## src/rtl/mem_port_arbiter_if.sv

```systemverilog
// Port-A bundle between the two requesters, the arbiter and the vendor SRAM.
// The slave modport is the arbiter's view; the master modport is the requester/SRAM side.
interface mem_port_arbiter_if #(
    parameter int unsigned ADDR_W = 12,
    parameter int unsigned DATA_W = 32
);
    logic              REQ0;
    logic              WE0;
    logic [ADDR_W-1:0] ADDR0;
    logic [DATA_W-1:0] WDATA0;
    logic              GNT0;
    logic              RVALID0;

    logic              REQ1;
    logic              WE1;
    logic [ADDR_W-1:0] ADDR1;
    logic [DATA_W-1:0] WDATA1;
    logic              GNT1;
    logic              RVALID1;

    logic [DATA_W-1:0] RDATA;
    logic              BUSY;

    logic              MEM_CEN;
    logic              MEM_WEN;
    logic [ADDR_W-1:0] MEM_A;
    logic [DATA_W-1:0] MEM_D;
    logic              MEM_OEN;
    logic [DATA_W-1:0] MEM_Q;

    modport slave (
        input  REQ0, WE0, ADDR0, WDATA0,
        input  REQ1, WE1, ADDR1, WDATA1,
        input  MEM_Q,
        output GNT0, RVALID0, GNT1, RVALID1,
        output RDATA, BUSY,
        output MEM_CEN, MEM_WEN, MEM_A, MEM_D, MEM_OEN
    );

    modport master (
        output REQ0, WE0, ADDR0, WDATA0,
        output REQ1, WE1, ADDR1, WDATA1,
        output MEM_Q,
        input  GNT0, RVALID0, GNT1, RVALID1,
        input  RDATA, BUSY,
        input  MEM_CEN, MEM_WEN, MEM_A, MEM_D, MEM_OEN
    );
endinterface

```

## src/rtl/mem_port_arbiter.sv

```systemverilog
// Round-robin sequencer for SRAM port A shared by two requesters, with registered command issue.
// Define MEMARB_INIT_EN to add a post-reset sweep writing INIT_VALUE to every word before granting.
module mem_port_arbiter #(
    parameter int unsigned       ADDR_W     = 12,
    parameter int unsigned       DATA_W     = 32,
    parameter int unsigned       DEPTH      = 4096,
    parameter logic [DATA_W-1:0] INIT_VALUE = '0
) (
    input  logic                CLK,
    input  logic                RSTN,
    mem_port_arbiter_if.slave   bus
);

    localparam int unsigned CNT_W = ADDR_W + 1;

    typedef struct packed {
        logic              cen;
        logic              wen;
        logic [ADDR_W-1:0] a;
        logic [DATA_W-1:0] d;
    } mem_cmd_t;

    mem_cmd_t cmd_q, cmd_d;
    logic     gnt0_q, gnt0_d, gnt1_q, gnt1_d;
    logic     rv0_q, rv0_d, rv1_q, rv1_d;
    logic     rr_q, rr_d;
    logic     elig0, elig1, win0, win1, arb_en;

`ifdef MEMARB_INIT_EN
    typedef enum logic [0:0] {ST_INIT = 1'b0, ST_ARB = 1'b1} state_t;

    state_t           state_q, state_d;
    logic [CNT_W-1:0] cnt_q, cnt_d;
    logic             busy_q, busy_d;
`else
    logic unused_init_cfg;
    assign unused_init_cfg = ^{INIT_VALUE, 32'(DEPTH), 32'(CNT_W)};
`endif

    // State and output registers; rr_q=1 means R1 is preferred on a tie.
    always_ff @(posedge CLK or negedge RSTN) begin
        if (!RSTN) begin
            cmd_q   <= '{cen: 1'b1, wen: 1'b1, a: '0, d: '0};
            gnt0_q  <= 1'b0;
            gnt1_q  <= 1'b0;
            rv0_q   <= 1'b0;
            rv1_q   <= 1'b0;
            rr_q    <= 1'b0;
`ifdef MEMARB_INIT_EN
            state_q <= ST_INIT;
            cnt_q   <= '0;
            busy_q  <= 1'b1;
`endif
        end else begin
            cmd_q   <= cmd_d;
            gnt0_q  <= gnt0_d;
            gnt1_q  <= gnt1_d;
            rv0_q   <= rv0_d;
            rv1_q   <= rv1_d;
            rr_q    <= rr_d;
`ifdef MEMARB_INIT_EN
            state_q <= state_d;
            cnt_q   <= cnt_d;
            busy_q  <= busy_d;
`endif
        end
    end

    // Next-state: init sweep, eligibility, round-robin pick and command staging.
    always_comb begin
        cmd_d     = cmd_q;
        cmd_d.cen = 1'b1;
        cmd_d.wen = 1'b1;
        gnt0_d    = 1'b0;
        gnt1_d    = 1'b0;
        rr_d      = rr_q;
        // a read presented during a grant cycle is sampled by the SRAM at its end
        rv0_d     = gnt0_q & ~cmd_q.cen & cmd_q.wen;
        rv1_d     = gnt1_q & ~cmd_q.cen & cmd_q.wen;
        elig0     = bus.REQ0 & ~gnt0_q;
        elig1     = bus.REQ1 & ~gnt1_q;
`ifdef MEMARB_INIT_EN
        state_d   = state_q;
        cnt_d     = cnt_q;
        busy_d    = busy_q;
        arb_en    = 1'b0;
        case (state_q)
            ST_INIT: begin
                // counter reaching DEPTH marks the idle cycle after the last sweep write
                if (cnt_q == CNT_W'(DEPTH)) begin
                    busy_d  = 1'b0;
                    state_d = ST_ARB;
                end else begin
                    cmd_d.cen = 1'b0;
                    cmd_d.wen = 1'b0;
                    cmd_d.a   = cnt_q[ADDR_W-1:0];
                    cmd_d.d   = INIT_VALUE;
                    cnt_d     = cnt_q + CNT_W'(1);
                end
            end
            ST_ARB:  arb_en = 1'b1;
            default: state_d = ST_INIT;
        endcase
`else
        arb_en    = 1'b1;
`endif
        win0 = arb_en & elig0 & (~elig1 | ~rr_q);
        win1 = arb_en & elig1 & (~elig0 | rr_q);
        if (win0) begin
            cmd_d  = '{cen: 1'b0, wen: ~bus.WE0, a: bus.ADDR0, d: bus.WDATA0};
            gnt0_d = 1'b1;
            rr_d   = 1'b1;
        end else if (win1) begin
            cmd_d  = '{cen: 1'b0, wen: ~bus.WE1, a: bus.ADDR1, d: bus.WDATA1};
            gnt1_d = 1'b1;
            rr_d   = 1'b0;
        end
    end

    assign bus.GNT0    = gnt0_q;
    assign bus.GNT1    = gnt1_q;
    assign bus.RVALID0 = rv0_q;
    assign bus.RVALID1 = rv1_q;
    assign bus.RDATA   = bus.MEM_Q;
    assign bus.MEM_CEN = cmd_q.cen;
    assign bus.MEM_WEN = cmd_q.wen;
    assign bus.MEM_A   = cmd_q.a;
    assign bus.MEM_D   = cmd_q.d;
    assign bus.MEM_OEN = 1'b0;
`ifdef MEMARB_INIT_EN
    assign bus.BUSY    = busy_q;
`else
    assign bus.BUSY    = 1'b0;
`endif

    // Only one command can be in flight per cycle, so grants and returns are exclusive.
    a_one_gnt: assert property (@(posedge CLK) disable iff (!RSTN) !(gnt0_q && gnt1_q));
    a_one_rv:  assert property (@(posedge CLK) disable iff (!RSTN) !(rv0_q && rv1_q));

endmodule

```

## src/flat_wrapper.sv

```systemverilog
// flat-port wrapper written by rule: the top's interface ports become plain ports
module mem_port_arbiter_flat 
#(
    parameter int unsigned       ADDR_W     = 12,
    parameter int unsigned       DATA_W     = 32,
    parameter int unsigned       DEPTH      = 4096,
    parameter logic [DATA_W-1:0] INIT_VALUE = '0
)
  (CLK, RSTN, bus_REQ0, bus_WE0, bus_ADDR0, bus_WDATA0, bus_REQ1, bus_WE1, bus_ADDR1, bus_WDATA1, bus_MEM_Q, bus_GNT0, bus_RVALID0, bus_GNT1, bus_RVALID1, bus_RDATA, bus_BUSY, bus_MEM_CEN, bus_MEM_WEN, bus_MEM_A, bus_MEM_D, bus_MEM_OEN);
  mem_port_arbiter_if #(.ADDR_W(ADDR_W), .DATA_W(DATA_W)) bus_i ();
  input  logic CLK;
  input  logic RSTN;
  input wire logic [$bits(bus_i.REQ0)-1:0] bus_REQ0;
  input wire logic [$bits(bus_i.WE0)-1:0] bus_WE0;
  input wire logic [$bits(bus_i.ADDR0)-1:0] bus_ADDR0;
  input wire logic [$bits(bus_i.WDATA0)-1:0] bus_WDATA0;
  input wire logic [$bits(bus_i.REQ1)-1:0] bus_REQ1;
  input wire logic [$bits(bus_i.WE1)-1:0] bus_WE1;
  input wire logic [$bits(bus_i.ADDR1)-1:0] bus_ADDR1;
  input wire logic [$bits(bus_i.WDATA1)-1:0] bus_WDATA1;
  input wire logic [$bits(bus_i.MEM_Q)-1:0] bus_MEM_Q;
  output wire logic [$bits(bus_i.GNT0)-1:0] bus_GNT0;
  output wire logic [$bits(bus_i.RVALID0)-1:0] bus_RVALID0;
  output wire logic [$bits(bus_i.GNT1)-1:0] bus_GNT1;
  output wire logic [$bits(bus_i.RVALID1)-1:0] bus_RVALID1;
  output wire logic [$bits(bus_i.RDATA)-1:0] bus_RDATA;
  output wire logic [$bits(bus_i.BUSY)-1:0] bus_BUSY;
  output wire logic [$bits(bus_i.MEM_CEN)-1:0] bus_MEM_CEN;
  output wire logic [$bits(bus_i.MEM_WEN)-1:0] bus_MEM_WEN;
  output wire logic [$bits(bus_i.MEM_A)-1:0] bus_MEM_A;
  output wire logic [$bits(bus_i.MEM_D)-1:0] bus_MEM_D;
  output wire logic [$bits(bus_i.MEM_OEN)-1:0] bus_MEM_OEN;
  assign bus_i.REQ0 = bus_REQ0;
  assign bus_i.WE0 = bus_WE0;
  assign bus_i.ADDR0 = bus_ADDR0;
  assign bus_i.WDATA0 = bus_WDATA0;
  assign bus_i.REQ1 = bus_REQ1;
  assign bus_i.WE1 = bus_WE1;
  assign bus_i.ADDR1 = bus_ADDR1;
  assign bus_i.WDATA1 = bus_WDATA1;
  assign bus_i.MEM_Q = bus_MEM_Q;
  assign bus_GNT0 = bus_i.GNT0;
  assign bus_RVALID0 = bus_i.RVALID0;
  assign bus_GNT1 = bus_i.GNT1;
  assign bus_RVALID1 = bus_i.RVALID1;
  assign bus_RDATA = bus_i.RDATA;
  assign bus_BUSY = bus_i.BUSY;
  assign bus_MEM_CEN = bus_i.MEM_CEN;
  assign bus_MEM_WEN = bus_i.MEM_WEN;
  assign bus_MEM_A = bus_i.MEM_A;
  assign bus_MEM_D = bus_i.MEM_D;
  assign bus_MEM_OEN = bus_i.MEM_OEN;
  mem_port_arbiter #(.ADDR_W(ADDR_W), .DATA_W(DATA_W), .DEPTH(DEPTH), .INIT_VALUE(INIT_VALUE)) u_core (.CLK(CLK), .RSTN(RSTN), .bus(bus_i));
endmodule
```

## config.mk

```make
export PLATFORM = sky130hd
export DESIGN_NAME = mem_port_arbiter_flat
export DESIGN_NICKNAME = d
export VERILOG_FILES = /design/src/rtl/mem_port_arbiter_if.sv /design/src/rtl/mem_port_arbiter.sv /design/src/flat_wrapper.sv
export SDC_FILE = /design/constraint.sdc
export NUM_CORES = 1
export LEC_CHECK = 0
export ABC_CLOCK_PERIOD_IN_PS = 1600
export CAP_MARGIN = 30
export CORE_AREA = 4 4 94 96
export CTS_BUF_LIST = sky130_fd_sc_hd__clkbuf_16
export DETAILED_ROUTE_END_ITERATION = 7
export DIE_AREA = 0 0 98 100
export PLACE_DENSITY = 0.79
export SYNTH_ARGS = -nofsm -noshare
export SYNTH_HDL_FRONTEND = slang
export SYNTH_SLANG_ARGS = --single-unit
```

## constraint.sdc

```tcl
create_clock -name CLK -period 1.6 [get_ports CLK]
set_input_delay 0.32 -clock CLK [delete_from_list [all_inputs] [get_ports CLK]]
set_output_delay 0.32 -clock CLK [all_outputs]
set_load 0.05 [all_outputs]
```

* Yosys cells after proc, flatten, opt, wreduce, memory -nomap -nowiden
Cells that the tools add are included.
** Storage, ports and cells
- Input port bits :: 126
- Output and inout port bits :: 84
- Word-level logic and storage cells :: 35
- Register bits after elaboration :: 51
** Operators by class
- Muxes and demuxes :: 7
- Reductions and logical operators :: 1
- Bitwise logic cells :: 18
** Operators with widths (count)
- 46-bit two-way mux :: 2
- 1-bit bitwise AND :: 8
- 1-bit NOT :: 8
- 1-bit two-way mux :: 5
- 1-bit bitwise OR :: 2
- 2-bit nonzero test :: 1

* Logic depth before layout (Yosys ltp)
- Word-level depth :: 7
- Depth in mapped cells :: 6
- Depth with buffers taken out :: 3

* Least setup slack after synthesis
No wires, ideal clock.
- Kind :: register to register
- From :: register u_core.gnt0_q, in the netlist u_core.bus.GNT0
- To :: register u_core.cmd_q, in the netlist u_core.bus.MEM_A[0]
- Clock period less this slack :: 1.653 ns
- Buffers on the path :: 2
- Stages on the path, launching flop included :: 6
- Data arrival time :: 1.527 ns
- Path slack :: -0.053 ns
- Required time :: 1.474 ns
- Setup time :: 0.126 ns
- Cell sequence :: dfrtp_1 > nor2b_1 > buf_4 > clkbuf_1 > nor3b_1 > a221o_1
** On the way
- Cells in the longest elaborated chain, start to end :: 6
- Elaborated cells between the ends (all ways) :: 8
- Those cells by class :: 1 x mux; 6 x bitwise; 1 x reduce/logical
** RTL lines
- from (decl) :: line mem_port_arbiter.sv:24 : logic gnt0_q, gnt0_d, gnt1_q, gnt1_d;
- from (signal assigned) :: line mem_port_arbiter.sv:56 : gnt0_q <= gnt0_d;
- 1-bit NOT (*) :: line mem_port_arbiter.sv:80 : elig0 = bus.REQ0 & ~gnt0_q;
- 1-bit bitwise AND (*) :: line mem_port_arbiter.sv:80
- 1-bit NOT :: line mem_port_arbiter.sv:108 : win1 = arb_en & elig1 & (~elig0 | rr_q);
- 1-bit bitwise OR :: line mem_port_arbiter.sv:108
- 1-bit bitwise AND :: line mem_port_arbiter.sv:108
- 2-bit nonzero test (no line)
- to (signal assigned) :: line mem_port_arbiter.sv:43 : cmd_q <= '{cen: 1'b1, wen: 1'b1, a: '0, d: '0};
- to (signal assigned) :: line mem_port_arbiter.sv:55 : cmd_q <= cmd_d;
- to (decl) :: line mem_port_arbiter.sv:23 : mem_cmd_t cmd_q, cmd_d;
Mark *: on every way between the ends. The rest lies on a longest branch, timed or not.
A chain may end at the register's enable or synchronous reset.

* Final worst setup path
- From :: input port bus_REQ0
- To :: register u_core.cmd_q, in the netlist u_core.bus.MEM_A[10]
** On the way
- Cells in the longest elaborated chain, start to end :: 5
- Elaborated cells between the ends (all ways) :: 7
- Those cells by class :: 1 x mux; 5 x bitwise; 1 x reduce/logical
** RTL lines
- from (decl) :: line flat_wrapper.sv:13 : input wire logic [$bits(bus_i.REQ0)-1:0] bus_REQ0;
- 1-bit bitwise AND (*) :: line mem_port_arbiter.sv:80
- 1-bit NOT :: line mem_port_arbiter.sv:108
- 1-bit bitwise OR :: line mem_port_arbiter.sv:108
- 1-bit bitwise AND :: line mem_port_arbiter.sv:108
- 2-bit nonzero test (no line)
Marks and branches as above.

==> summary.txt <==
Synthesis
  • Mapped Area: 0.002517 mm^2
  • Synth unique cells: 19
  • Register bit total from synthesis: 51
  • Area contributors post-synth: dfrtp_1 49%, a221o_1 17%, nor3b_1 13%
  • Cells after Synth: 204
  • Syn Area/Cell: 12.34 um^2
  • Yosys top cell by area: dfrtp_1
  • Top-area cell type share of the netlist area: 48.71%
  • Synthesis Warnings: 0
  • Sequential area share after synthesis: 50.80%

Setup path
  • Worst Path Max Fanout: 28
  • Worst setup path endpoint: u_core.bus.MEM_A[10]
  • CP Capture Type: flip-flop
  • Reg2Reg Capture Point: u_core.bus.MEM_A[10]
  • Worst endpoint required time: 1.82 ns
  • Reg2Reg Depth: 4
  • R2R setup slack: 0.15 ns
  • Setup CP Type: primary input to flip-flop
  • R2r startpoint: u_core.bus.GNT0
  • Worst Setup SP: bus_REQ0
  • Arrival @ worst endpoint: 1.73 ns
  • Startpoint Class: primary input

Clock network
  • Clock transition at the registers of the reported paths: 0.07 ns
  • Clk root buf: clkbuf_16
  • Clk_lat worst skew: 0.28 ns
  • CTS max path bufs: 2
  • CTS Buf Count: 5
  • # H-tree levels: 2
  • TritonCTS clock tree: yes
  • Post-CTS Resized: 0
  • TritonCTS sink count: 51
  • Hold_buf cts: 0
  • Post-CTS Setup Inserts: 0

STA
  • Final setup viols: 0
  • Tcrit/Tclk final: 94.31%
  • Setup TNS: 0 ns
  • RSZ-0062 raised after global routing: no
  • Clock Skews: 0.006757 ns
  • Hold Vio Cnt, Final: 0
  • Final min period: 1.509 ns
  • Max Transition Viols Final: 0
  • Hold_ws: 0.01837 ns
  • Fmax: 662.7 MHz

Drt
  • DRC: 0
  • Number of vias per cell: 5.094
  • Initial DRC Count: 69
  • DR vias: 2124
  • Initial DRT Pass Iterations: 4
  • DR WL/cell: 17.49 um
  • Post-route ant nets: 0
  • Final wirelength: 7292 um

Run status
  • Status: finished clean

GRT
  • Gr ovfl total: 0
  • Vias in the first global route: 2255
  • Global-route wire length before repair: 11270 um
  • Initial antenna violation count: 0
  • Pin count of the biggest net entering global routing: 52
  • Total Routing Usage GR: 14.24%

Cells and area
  • Area delta synth->final: 57.31%
  • Share of cells above drive strength 1: 24.04%
  • Nets: 437
  • Ant diodes: 0

Die
  • Die area: 0.009800 mm^2
  • Standard-cell rows: 33
  • Die height: 100 um
  • Die width: 98 um
  • CORE AREA: 0.008051 mm^2
  • Number of I/O pins: 210
  • Starting Density: 31.27%

Pwr
  • VDD IR-drop max: 706.3 uV
  • Leak pwr: 0.001670 uW
  • Pwr dens: 1275 mW/mm^2

Place
  • Routability cong.: 0.7899
  • DPL Wire Length: 5382 um
  • Count of input and output buffers: 143

Min path
  • Worst hold path type: primary input to asynchronous set/reset pin

Run
  • Max-cap violations: 0
==> layer usage <==
| layer | vias to the layer above | GRT usage (%) | wire length, um |
|---|---|---|---|
| met3 | 28 | 3.614 | 535 |
| met2 | 108 | 25.39 | 3727 |
| met1 | 1032 | 16.15 | 2812 |
| met4 | 0 | 6.177 | 216 |
| li1 | 956 | - | - |
| met5 | - | 0 | 0 |
==> cell families after synthesis <==
logic type	Yosys count	share of synthesized area (%)
AOI/OAI and AO/OA	48	19.19
and+or+nand+nor	50	14.81
buffers and inverters	54	15.06
DFF	51	50.80
other	1	0.1490
==> registers in the layout, summed over array words and instances (netlist names) <==
signal / count
u_core.bus.RVALID1: 1
u_core.bus.GNT0: 1
u_core.rr_q: 1
u_core.bus.MEM_CEN: 1
u_core.bus.GNT1: 1
u_core.bus.RVALID0: 1
u_core.bus.MEM_D: 32
u_core.bus.MEM_WEN: 1
u_core.bus.MEM_A: 12
==> power by group <==
part | switching [uW] | internal, uW | total (uW)
Combinational | 1380 | 940 | 2320
Clock | 451 | 571 | 1020
Sequential | 154 | 1550 | 1710
Total | 1990 | 3060 | 5050
==> Yosys cell counts <==
master and instances:
dfrtp_1 49, a221o_1 44, nor3b_1 44, buf_4 36, buf_2 9, buf_6 4, clkbuf_1 4, and3b_1 2
dfstp_2 2, a21boi_2 1, a21o_1 1, a21oi_4 1, a22oi_1 1, conb_1 1, inv_1 1, nand2b_1 1
nor2_1 1, nor2b_1 1, nor2b_2 1
==> stage by stage <==
step	utilization [%]	setup slack (ns)	cells	cell area [um^2]	power, uW
after floorplan	-	0.04670	205	2526	3349
after global placement	47.43	-0.1579	409	3819	4024
after detailed placement	47.43	-0.1961	409	3819	4070
after CTS	49.18	0.08384	417	3960	5111
after global routing	49.18	0.04895	417	3960	5271
final	49.18	0.09101	417	3960	5050
==> area by class of cell <==
| class | count | area (um^2) |
|---|---|---|
| timing repair buffer | 152 | 1519 |
| inverter | 1 | 3.754 |
| sequential | 51 | 1281 |
| tap | 105 | 131.4 |
| multi-input combinational | 100 | 883.3 |
| clock inverter | 3 | 16.27 |
| clock buffer | 5 | 125.1 |
| fill | 719 | 4091 |
==> how the worst min path moves through the flow <==
stage | start | to | slack (ns)
3_3_place_gp | RSTN | u_core.bus.MEM_D[30] | 0.33
3_5_place_dp | RSTN | u_core.bus.MEM_D[30] | 0.33
4_1_cts | RSTN | u_core.bus.MEM_D[30] | 0.04
2_1_floorplan | RSTN | u_core.bus.GNT0 | 0.02
6_report | RSTN | u_core.bus.MEM_D[30] | 0.02
5_1_grt | RSTN | u_core.bus.MEM_A[0] | 0.05
==> worst max-delay path: stages <==
cell             delay [ns]
clkdlybuf4s50_1        0.45
nor2b_4                0.25
a21boi_4               0.30
buf_12                 0.21
a221o_1                0.18
==> placed cells by master, fill, tap and decap left out, drive strengths merged <==
cell type      Yosys  layout
nand2b             1       1
dfstp              2       2
clkbuf             4       5
a21boi             1       1
buf               49      60
nor2               1       1
dfrtp             49      49
a221o             44      44
a21o               1       1
nor3b             44      44
nor2b              2       2
a22oi              1       1
a21oi              1       1
and3b              2       2
inv                1       2
clkdlybuf4s50      0      92
clkinv             0       1
conb               1       2
clkinvlp           0       1
No activity file was read; power rests on OpenSTA's default activity.
